<file path="config.mk">
export PLATFORM = sky130hd
export DESIGN_NAME = dmem_port_arbiter_flat
export DESIGN_NICKNAME = d
export VERILOG_FILES = /design/src/rtl/dmem_port_arbiter_if.sv /design/src/rtl/dmem_port_arbiter.sv /design/src/flat_wrapper.sv
export SDC_FILE = /design/constraint.sdc
export NUM_CORES = 1
export LEC_CHECK = 0
export ABC_AREA = 1
export BUFFER_PORTS_ARGS = -buffer_cell sky130_fd_sc_hd__buf_4
export CORE_AREA = 2 2 162 164
export CTS_CLUSTER_SIZE = 14
export DETAILED_ROUTE_END_ITERATION = 12
export DIE_AREA = 0 0 164 166
export HOLD_SLACK_MARGIN = 0.08
export MAX_ROUTING_LAYER = met4
export PLACE_DENSITY = 0.4
export SETUP_SLACK_MARGIN = 0.05
export SYNTH_ARGS = -nofsm -noshare
export SYNTH_HDL_FRONTEND = slang
export SYNTH_SLANG_ARGS = --single-unit
</file>
<file path="constraint.sdc">
create_clock -name clock -period 1.85 [get_ports clock]
set_input_delay 0.555 -clock clock [delete_from_list [all_inputs] [get_ports clock]]
set_output_delay 0.555 -clock clock [all_outputs]
set_load 0.005 [all_outputs]
</file>
<file path="src/rtl/dmem_port_arbiter_if.sv">
// dmem_port_arbiter_if: bundles the CPU MEM-stage port, the host/loader
// port and the data-memory macro port seen by dmem_port_arbiter.
// The slave modport is the arbiter's view. The master modport is the
// surrounding environment's view (pipeline, host and memory macro).
interface dmem_port_arbiter_if #(
    parameter int ADDR_W = 8,
    parameter int DATA_W = 64
);
    // CPU MEM-stage port
    logic              cpu_req;
    logic              cpu_we;
    logic [ADDR_W-1:0] cpu_addr;
    logic [DATA_W-1:0] cpu_wdata;
    logic              cpu_stall;
    logic              cpu_rvalid;
    logic [DATA_W-1:0] cpu_rdata;

    // Host / boot-loader port
    logic              host_req;
    logic              host_we;
    logic [ADDR_W-1:0] host_addr;
    logic [DATA_W-1:0] host_wdata;
    logic              host_gnt;
    logic              host_rvalid;
    logic [DATA_W-1:0] host_rdata;

    // Data-memory macro port
    logic              mem_en;
    logic              mem_we;
    logic [ADDR_W-1:0] mem_addr;
    logic [DATA_W-1:0] mem_wdata;
    logic [DATA_W-1:0] mem_rdata;

    modport slave (
        input  cpu_req, cpu_we, cpu_addr, cpu_wdata,
        output cpu_stall, cpu_rvalid, cpu_rdata,
        input  host_req, host_we, host_addr, host_wdata,
        output host_gnt, host_rvalid, host_rdata,
        output mem_en, mem_we, mem_addr, mem_wdata,
        input  mem_rdata
    );

    modport master (
        output cpu_req, cpu_we, cpu_addr, cpu_wdata,
        input  cpu_stall, cpu_rvalid, cpu_rdata,
        output host_req, host_we, host_addr, host_wdata,
        input  host_gnt, host_rvalid, host_rdata,
        input  mem_en, mem_we, mem_addr, mem_wdata,
        output mem_rdata
    );
endinterface

</file>
<file path="src/rtl/dmem_port_arbiter.sv">
// dmem_port_arbiter: shares the single-port synchronous data memory
// between the CPU MEM stage and the host/loader port. The arbiter grants
// at most one access per cycle. The grant is combinational. A read
// response is routed back to its requester one cycle after issue.
// Build option DMEM_ARB_RR_EN: when defined, simultaneous requests are
// arbitrated round-robin. When undefined, the CPU has fixed priority and
// a starvation counter forces a host grant after STARVE_LIMIT denials.
module dmem_port_arbiter #(
    parameter int ADDR_W       = 8,
    parameter int DATA_W       = 64,
    parameter int STARVE_LIMIT = 4
) (
    input  logic               clock,
    input  logic               reset,
    dmem_port_arbiter_if.slave bus
);

    localparam logic [1:0] OWN_NONE = 2'd0;
    localparam logic [1:0] OWN_CPU  = 2'd1;
    localparam logic [1:0] OWN_HOST = 2'd2;

    logic       cpu_gnt_s;
    logic       host_gnt_s;
    logic [1:0] rd_owner_d;
    logic [1:0] rd_owner_q;

`ifdef DMEM_ARB_RR_EN
    // rr_last: 1'b1 when the host took the most recent grant, 1'b0 when the CPU did
    localparam logic LAST_CPU  = 1'b0;
    localparam logic LAST_HOST = 1'b1;
    logic rr_last_d;
    logic rr_last_q;
`else
    localparam logic [3:0] STARVE_LIM_C = 4'(STARVE_LIMIT);
    logic [3:0] starve_cnt_d;
    logic [3:0] starve_cnt_q;
`endif

    // Pick this cycle's winner. Requests are ignored while reset is asserted.
    always_comb begin
        cpu_gnt_s  = 1'b0;
        host_gnt_s = 1'b0;
        if (reset) begin
            cpu_gnt_s  = 1'b0;
            host_gnt_s = 1'b0;
        end else begin
            case ({bus.cpu_req, bus.host_req})
                2'b10: cpu_gnt_s  = 1'b1;
                2'b01: host_gnt_s = 1'b1;
                2'b11: begin
`ifdef DMEM_ARB_RR_EN
                    if (rr_last_q == LAST_HOST) begin
                        cpu_gnt_s = 1'b1;
                    end else begin
                        host_gnt_s = 1'b1;
                    end
`else
                    if (starve_cnt_q == STARVE_LIM_C) begin
                        host_gnt_s = 1'b1;
                    end else begin
                        cpu_gnt_s = 1'b1;
                    end
`endif
                end
                default: begin
                    cpu_gnt_s  = 1'b0;
                    host_gnt_s = 1'b0;
                end
            endcase
        end
    end

`ifdef DMEM_ARB_RR_EN
    // Remember which requester was granted last. The value holds when no grant is issued.
    always_comb begin
        rr_last_d = rr_last_q;
        if (cpu_gnt_s) begin
            rr_last_d = LAST_CPU;
        end else if (host_gnt_s) begin
            rr_last_d = LAST_HOST;
        end else begin
            rr_last_d = rr_last_q;
        end
    end
`else
    // Count consecutive denied host cycles. The count saturates at the limit.
    always_comb begin
        starve_cnt_d = starve_cnt_q;
        if (!bus.host_req || host_gnt_s) begin
            starve_cnt_d = 4'd0;
        end else if (starve_cnt_q != STARVE_LIM_C) begin
            starve_cnt_d = starve_cnt_q + 4'd1;
        end else begin
            starve_cnt_d = starve_cnt_q;
        end
    end
`endif

    // Record who owns the read response returning next cycle. A write records NONE.
    always_comb begin
        rd_owner_d = OWN_NONE;
        if (cpu_gnt_s && !bus.cpu_we) begin
            rd_owner_d = OWN_CPU;
        end else if (host_gnt_s && !bus.host_we) begin
            rd_owner_d = OWN_HOST;
        end else begin
            rd_owner_d = OWN_NONE;
        end
    end

    // Arbitration state registers. Reset drops any pending read response.
    always_ff @(posedge clock or posedge reset) begin
        if (reset) begin
            rd_owner_q <= OWN_NONE;
`ifdef DMEM_ARB_RR_EN
            rr_last_q  <= LAST_HOST;
`else
            starve_cnt_q <= 4'd0;
`endif
        end else begin
            rd_owner_q <= rd_owner_d;
`ifdef DMEM_ARB_RR_EN
            rr_last_q  <= rr_last_d;
`else
            starve_cnt_q <= starve_cnt_d;
`endif
        end
    end

    // Steer the winner's operands to the memory. Address and data are zero when idle.
    always_comb begin
        bus.mem_en    = 1'b0;
        bus.mem_we    = 1'b0;
        bus.mem_addr  = '0;
        bus.mem_wdata = '0;
        if (cpu_gnt_s) begin
            bus.mem_en    = 1'b1;
            bus.mem_we    = bus.cpu_we;
            bus.mem_addr  = bus.cpu_addr;
            bus.mem_wdata = bus.cpu_wdata;
        end else if (host_gnt_s) begin
            bus.mem_en    = 1'b1;
            bus.mem_we    = bus.host_we;
            bus.mem_addr  = bus.host_addr;
            bus.mem_wdata = bus.host_wdata;
        end else begin
            bus.mem_en    = 1'b0;
            bus.mem_we    = 1'b0;
            bus.mem_addr  = '0;
            bus.mem_wdata = '0;
        end
    end

    // Drive the requester-side handshakes. Each rdata output is zero unless its rvalid is high.
    always_comb begin
        bus.cpu_stall   = bus.cpu_req & ~cpu_gnt_s & ~reset;
        bus.host_gnt    = host_gnt_s;
        bus.cpu_rvalid  = (rd_owner_q == OWN_CPU);
        bus.host_rvalid = (rd_owner_q == OWN_HOST);
        bus.cpu_rdata   = '0;
        bus.host_rdata  = '0;
        if (rd_owner_q == OWN_CPU) begin
            bus.cpu_rdata = bus.mem_rdata;
        end else if (rd_owner_q == OWN_HOST) begin
            bus.host_rdata = bus.mem_rdata;
        end else begin
            bus.cpu_rdata  = '0;
            bus.host_rdata = '0;
        end
    end

endmodule

</file>
<file path="src/flat_wrapper.sv">
// flat-port wrapper written by rule: the top's interface ports become plain ports
module dmem_port_arbiter_flat 
#(
    parameter int ADDR_W       = 8,
    parameter int DATA_W       = 64,
    parameter int STARVE_LIMIT = 4
)
  (clock, reset, bus_cpu_req, bus_cpu_we, bus_cpu_addr, bus_cpu_wdata, bus_cpu_stall, bus_cpu_rvalid, bus_cpu_rdata, bus_host_req, bus_host_we, bus_host_addr, bus_host_wdata, bus_host_gnt, bus_host_rvalid, bus_host_rdata, bus_mem_en, bus_mem_we, bus_mem_addr, bus_mem_wdata, bus_mem_rdata);
  dmem_port_arbiter_if #(.ADDR_W(ADDR_W), .DATA_W(DATA_W)) bus_i ();
  input  logic clock;
  input  logic reset;
  input wire logic [$bits(bus_i.cpu_req)-1:0] bus_cpu_req;
  input wire logic [$bits(bus_i.cpu_we)-1:0] bus_cpu_we;
  input wire logic [$bits(bus_i.cpu_addr)-1:0] bus_cpu_addr;
  input wire logic [$bits(bus_i.cpu_wdata)-1:0] bus_cpu_wdata;
  output wire logic [$bits(bus_i.cpu_stall)-1:0] bus_cpu_stall;
  output wire logic [$bits(bus_i.cpu_rvalid)-1:0] bus_cpu_rvalid;
  output wire logic [$bits(bus_i.cpu_rdata)-1:0] bus_cpu_rdata;
  input wire logic [$bits(bus_i.host_req)-1:0] bus_host_req;
  input wire logic [$bits(bus_i.host_we)-1:0] bus_host_we;
  input wire logic [$bits(bus_i.host_addr)-1:0] bus_host_addr;
  input wire logic [$bits(bus_i.host_wdata)-1:0] bus_host_wdata;
  output wire logic [$bits(bus_i.host_gnt)-1:0] bus_host_gnt;
  output wire logic [$bits(bus_i.host_rvalid)-1:0] bus_host_rvalid;
  output wire logic [$bits(bus_i.host_rdata)-1:0] bus_host_rdata;
  output wire logic [$bits(bus_i.mem_en)-1:0] bus_mem_en;
  output wire logic [$bits(bus_i.mem_we)-1:0] bus_mem_we;
  output wire logic [$bits(bus_i.mem_addr)-1:0] bus_mem_addr;
  output wire logic [$bits(bus_i.mem_wdata)-1:0] bus_mem_wdata;
  input wire logic [$bits(bus_i.mem_rdata)-1:0] bus_mem_rdata;
  assign bus_i.cpu_req = bus_cpu_req;
  assign bus_i.cpu_we = bus_cpu_we;
  assign bus_i.cpu_addr = bus_cpu_addr;
  assign bus_i.cpu_wdata = bus_cpu_wdata;
  assign bus_cpu_stall = bus_i.cpu_stall;
  assign bus_cpu_rvalid = bus_i.cpu_rvalid;
  assign bus_cpu_rdata = bus_i.cpu_rdata;
  assign bus_i.host_req = bus_host_req;
  assign bus_i.host_we = bus_host_we;
  assign bus_i.host_addr = bus_host_addr;
  assign bus_i.host_wdata = bus_host_wdata;
  assign bus_host_gnt = bus_i.host_gnt;
  assign bus_host_rvalid = bus_i.host_rvalid;
  assign bus_host_rdata = bus_i.host_rdata;
  assign bus_mem_en = bus_i.mem_en;
  assign bus_mem_we = bus_i.mem_we;
  assign bus_mem_addr = bus_i.mem_addr;
  assign bus_mem_wdata = bus_i.mem_wdata;
  assign bus_i.mem_rdata = bus_mem_rdata;
  dmem_port_arbiter #(.ADDR_W(ADDR_W), .DATA_W(DATA_W), .STARVE_LIMIT(STARVE_LIMIT)) u_core (.clock(clock), .reset(reset), .bus(bus_i));
endmodule
</file>
# Word-level counts from Yosys, hierarchy flattened
# Index checks and enable logic that the tools add are counted.
# W data, S select, Z words.
# word_totals
inputBits,214
latchBits,0
ramBits,0
register_bits,6
rom_bits,0
memories,0
output_inout_bits,206
# classes
div_mod_pow,0
add_sub_neg,1
n_shift,0
magnitude_cmp,0
eq_ne,7
multipliers,0
mux,21
n_bitwise,4
n_reduce_logical,7
# op_table
cell,count
$mux W64,5
$mux W8,2
$mux W1,8
$mux W4,2
$eq A2 B2 Y1 const B,3
$add A4 B1 Y4 const B,1
$eq A2 B1 Y1 const B,2
$eq A4 B3 Y1 const B,1
$mux W2,2
$ne A4 B3 Y1 const B,1
$pmux W1 S2,2
$logic_not A1 Y1,3
$and A1 B1 Y1,2
$logic_and A1 B1 Y1,2
$not A1 Y1,2
$reduce_bool A2 Y1,1
$logic_or A1 B1 Y1,1

# Logic depth before layout (Yosys ltp)
# logic_depth
depth_word,7
mapped_depth,10

# Least setup slack after synthesis
# Ideal clock, no wire load.
# synth_timing
path_type,flip-flop to output port
startpoint,register u_core.starve_cnt_q[0]
endpoint,output bus_mem_wdata[44]
arrival_ps,1301
n_path_buf,2
slack_ps,-6
stages_incl_launch_ff,9
path_cell_list,dfrtp_1 inv_1 ha_1 nand3_2 a21boi_4 buf_8 buf_6 nand2_1 nand2_1
# synth_via
elab_chain_len,6
word_cells_on_any_way,9
cone_classes,1 x eq/ne; 8 x mux
# synth_lines
element,line_no,rtl
start: declaration,dmem_port_arbiter.sv:36,logic [3:0] starve_cnt_q;
start signal: assignment,dmem_port_arbiter.sv:125,starve_cnt_q <= starve_cnt_d;
$eq A4 B3 Y1 (*),dmem_port_arbiter.sv:58,if (starve_cnt_q == STARVE_LIM_C) begin
$mux W1,dmem_port_arbiter.sv:58,
$pmux W1 S2,dmem_port_arbiter.sv:47,"case ({bus.cpu_req, bus.host_req})"
$mux W1,dmem_port_arbiter.sv:43,if (reset) begin
$mux W64,dmem_port_arbiter.sv:141,end else if (host_gnt_s) begin
$mux W64 (*),dmem_port_arbiter.sv:136,if (cpu_gnt_s) begin
end: declaration,flat_wrapper.sv:29,output wire logic [$bits(bus_i.mem_wdata)-1:0] bus_mem_wdata;
# Every way passes the cells marked *; elsewhere a longest branch is shown, timed or not.

# Final worst setup path
# layout_timing
startpoint,register u_core.starve_cnt_q[0]
endpoint,output bus_mem_wdata[59]
# Same word-level chain as after synthesis.

==> impl_metrics.env <==
export IMPL_final_cells=1272
export IMPL_dominantRegCellSynth="dfrtp_1"
export IMPL_nets=1155
export IMPL_clk_path_buf_depth=2
export IMPL_gp_congestion=0.801
export IMPL_pre_cts_ws_ps=-336
export IMPL_violations="negative setup slack"
export IMPL_die_h_um=166
export IMPL_remaining_drc_errors=0
export IMPL_p_leak_nw=4.16
export IMPL_drtIter0Drc=137
export IMPL_placed_cells=1246
export IMPL_max_slew_margin_rel_pct=81.1
export IMPL_layout_setup_ws_ps=-406
export IMPL_routed_wl_um=18800
export IMPL_fin_skew_ps=1.69
export IMPL_start_kind="flop"
export IMPL_worstMarginPinSlew_ps=282
export IMPL_hold_buffers=0
export IMPL_viasPerCell=3.58
export IMPL_timing_rr_end="u_core.starve_cnt_q[2]$_DFFE_PP0P_"
export IMPL_clkSlewWorstSetupHoldPaths_ps=30
export IMPL_gr_usage_all_layers_pct=13.1
export IMPL_synth_seq_cells=6
export IMPL_cp_startpoint="u_core.starve_cnt_q[0]$_DFFE_PP0P_"
export IMPL_rr_worst_depth=9
export IMPL_clk_latency_ps=230
export IMPL_die_width_um=164
export IMPL_netlist_instances=486
export IMPL_yosys_top_cells_area="nand2_1 (28%), nor2_1 (22%), nand2_2 (14%)"
export IMPL_synthSimpleGateAreaFrac_pct=66.1
export IMPL_syn_nets=702
export IMPL_layout_drive_gt1_share_pct=67.1
export IMPL_critical_path_class="flop to primary output"
export IMPL_setup_tns_ps=-32100
export IMPL_grt_overflow_total=0
export IMPL_synth_largest_area_cell="nand2_1"
export IMPL_power_density_nw_per_um2=253
export IMPL_synth_top_cells_by_count="nand2_1 (174), nor2_1 (136), inv_1 (72)"
export IMPL_max_freq_mhz=443
export IMPL_min_path_type="primary input to asynchronous set/reset pin"
export IMPL_crit_buf_inv=4
export IMPL_core_area_um2=25600
export IMPL_grt_pass1_wl_um=26600
export IMPL_rsz0062_at_grt="true"
export IMPL_critPathCaptureType="primary output"
export IMPL_yosysMostFrequentCell="nand2_1"
export IMPL_num_rows=59
export IMPL_synth_seq_area_share_pct=6.50
export IMPL_dp_hpwl_um=15100
export IMPL_cp_data_required_time_ps=1290
export IMPL_wire_per_inst_um=14.8
export IMPL_path_max_fanout=15
export IMPL_arrival_ps=1700
export IMPL_synth_xor_area_share_pct=0.759
export IMPL_timing_rr_start="u_core.starve_cnt_q[0]$_DFFE_PP0P_"
export IMPL_syn_area_um2=2310
export IMPL_fillers=2811
export IMPL_synth_edf_count=0
export IMPL_r2r_setup_slack_ps=530
export IMPL_grt_pass1_vias=4711
export IMPL_setup_viol=141
export IMPL_synthMuxAreaShare_pct=0
export IMPL_synth_compound_area_share_pct=1.79
export IMPL_postLayoutCoreUtil_pct=28.7
export IMPL_timing_final_crit_share_pct=122
export IMPL_die_area_um2=27200
export IMPL_outcome="finished, violations left"
export IMPL_max_cap_viol_count=0
export IMPL_grt_max_degree=34
export IMPL_port_buffer_count=419
export IMPL_cp_top_family="buffers and inverters"
export IMPL_slew_viol_final=0
export IMPL_synth_distinct_cells=21
export IMPL_syn_area_per_cell_um2=4.75
export IMPL_clockRootBuffer="clkbuf_16"
export IMPL_yosysTopAreaCellShare_pct=28.3
export IMPL_fin_crit_ps=2260
export IMPL_h_tree_depth=1
export IMPL_diodes=0
export IMPL_slowest_delay_ps=380
export IMPL_syn_to_final_growth_pct=219
export IMPL_synth_top_family_by_area="simple AND/OR/NAND/NOR gates"
export IMPL_holdWs_ps=417
export IMPL_ant_nets=0
export IMPL_hold_viol_final=0
export IMPL_critical_path_cell_chain="inv_2 > ha_4 > nand3_2 > a21boi_4 > buf_12 > buf_4 > nand2_1 > nand2_1 > buf_4"
export IMPL_clock_sinks=6
export IMPL_cts_buffers=3
export IMPL_async_flop_share_pct=100
export IMPL_num_vias=4559
export IMPL_yosysWarnings=0
export IMPL_antenna_found_initial=1
export IMPL_ir_drop_mv=0.227
export IMPL_synthAdderAreaFrac_pct=1.08
export IMPL_cp_slowest_cell="dfrtp_1"
export IMPL_start_util_pct=9.01
export IMPL_io_pins=420
export IMPL_cts_tree="built"
export IMPL_drt_first_pass_iters=4
==> area by class of cell <==
class                   instances  area [um^2]  area share (%)
clock buffers                   3         75.1            1.02
inverters                      75          315            4.28
multi-input cells             377         2170            29.5
flip-flops and latches          6          150            2.04
well taps                     335          419            5.70
repair buffers                475         4210            57.2
repair inverters                1         20.0           0.272
==> layer usage <==
layer	track usage (%)	wire length [um]
met3	2.05	1560
met5	-	0
met2	26.1	10300
met1	13.2	6670
met4	2.33	289
==> power by group <==
part | internal, mW | leakage [nW] | switching [mW]
Combinational | 0.784 | 4.04 | 0.582
Clock | 0.277 | 0.0370 | 0.0727
Sequential | 0.140 | 0.0813 | 0.00591
Total | 1.20 | 4.16 | 0.661
==> flip-flops by register name, indices dropped and copies added, names as in the netlist <==
name and cells:
u_core.rd_owner_q 2, u_core.starve_cnt_q 4
==> cell usage in the layout (no fill, tap or decap), drive strengths merged <==
master and count:
a21boi 1, buf 474, clkbuf 4, clkinv 1
dfrtp 6, ha 2, inv 75, nand2 225
nand3 4, nor2 138, nor3 1, o211ai 1
o21ai 3, xor2 2
==> logic make-up after synthesis <==
group,count (synthesis)
and+or+nand+nor,368
buffers and inverters,103
DFF,6
AOI/OAI and AO/OA,5
xor gates and xnor gates,2
adders and majority gates,2
==> how the worst max path moves through the flow <==
stage / to / cells past startpoint
2_1_floorplan: bus_mem_wdata[44] / 8
3_3_place_gp: bus_mem_wdata[49] / 8
3_5_place_dp: bus_mem_wdata[49] / 8
4_1_cts: bus_mem_wdata[59] / 9
5_1_grt: bus_mem_wdata[59] / 9
6_report: bus_mem_wdata[59] / 9
==> tightest hold or removal path: stages <==
cell	delay, ps
buf_4	130
buf_4	140
inv_1	190
==> metrics by stage <==
| stage | power [mW] | area (um^2) |
|---|---|---|
| 2_1_floorplan | 0.487 | 2310 |
| 5_1_grt | 1.99 | 7360 |
| 4_1_cts | 1.83 | 7100 |
| 3_3_place_gp | 1.24 | 5940 |
| 3_5_place_dp | 1.24 | 5940 |
| 6_report | 1.86 | 7360 |
==> timing repair <==
item,CTS,global route
pin swaps,5,2
gates resized for setup,218,50
endpoints found under the setup margin,143,206
buffers inserted,5,5
gates cloned,13,1
No activity file was read; power rests on OpenSTA's default activity.
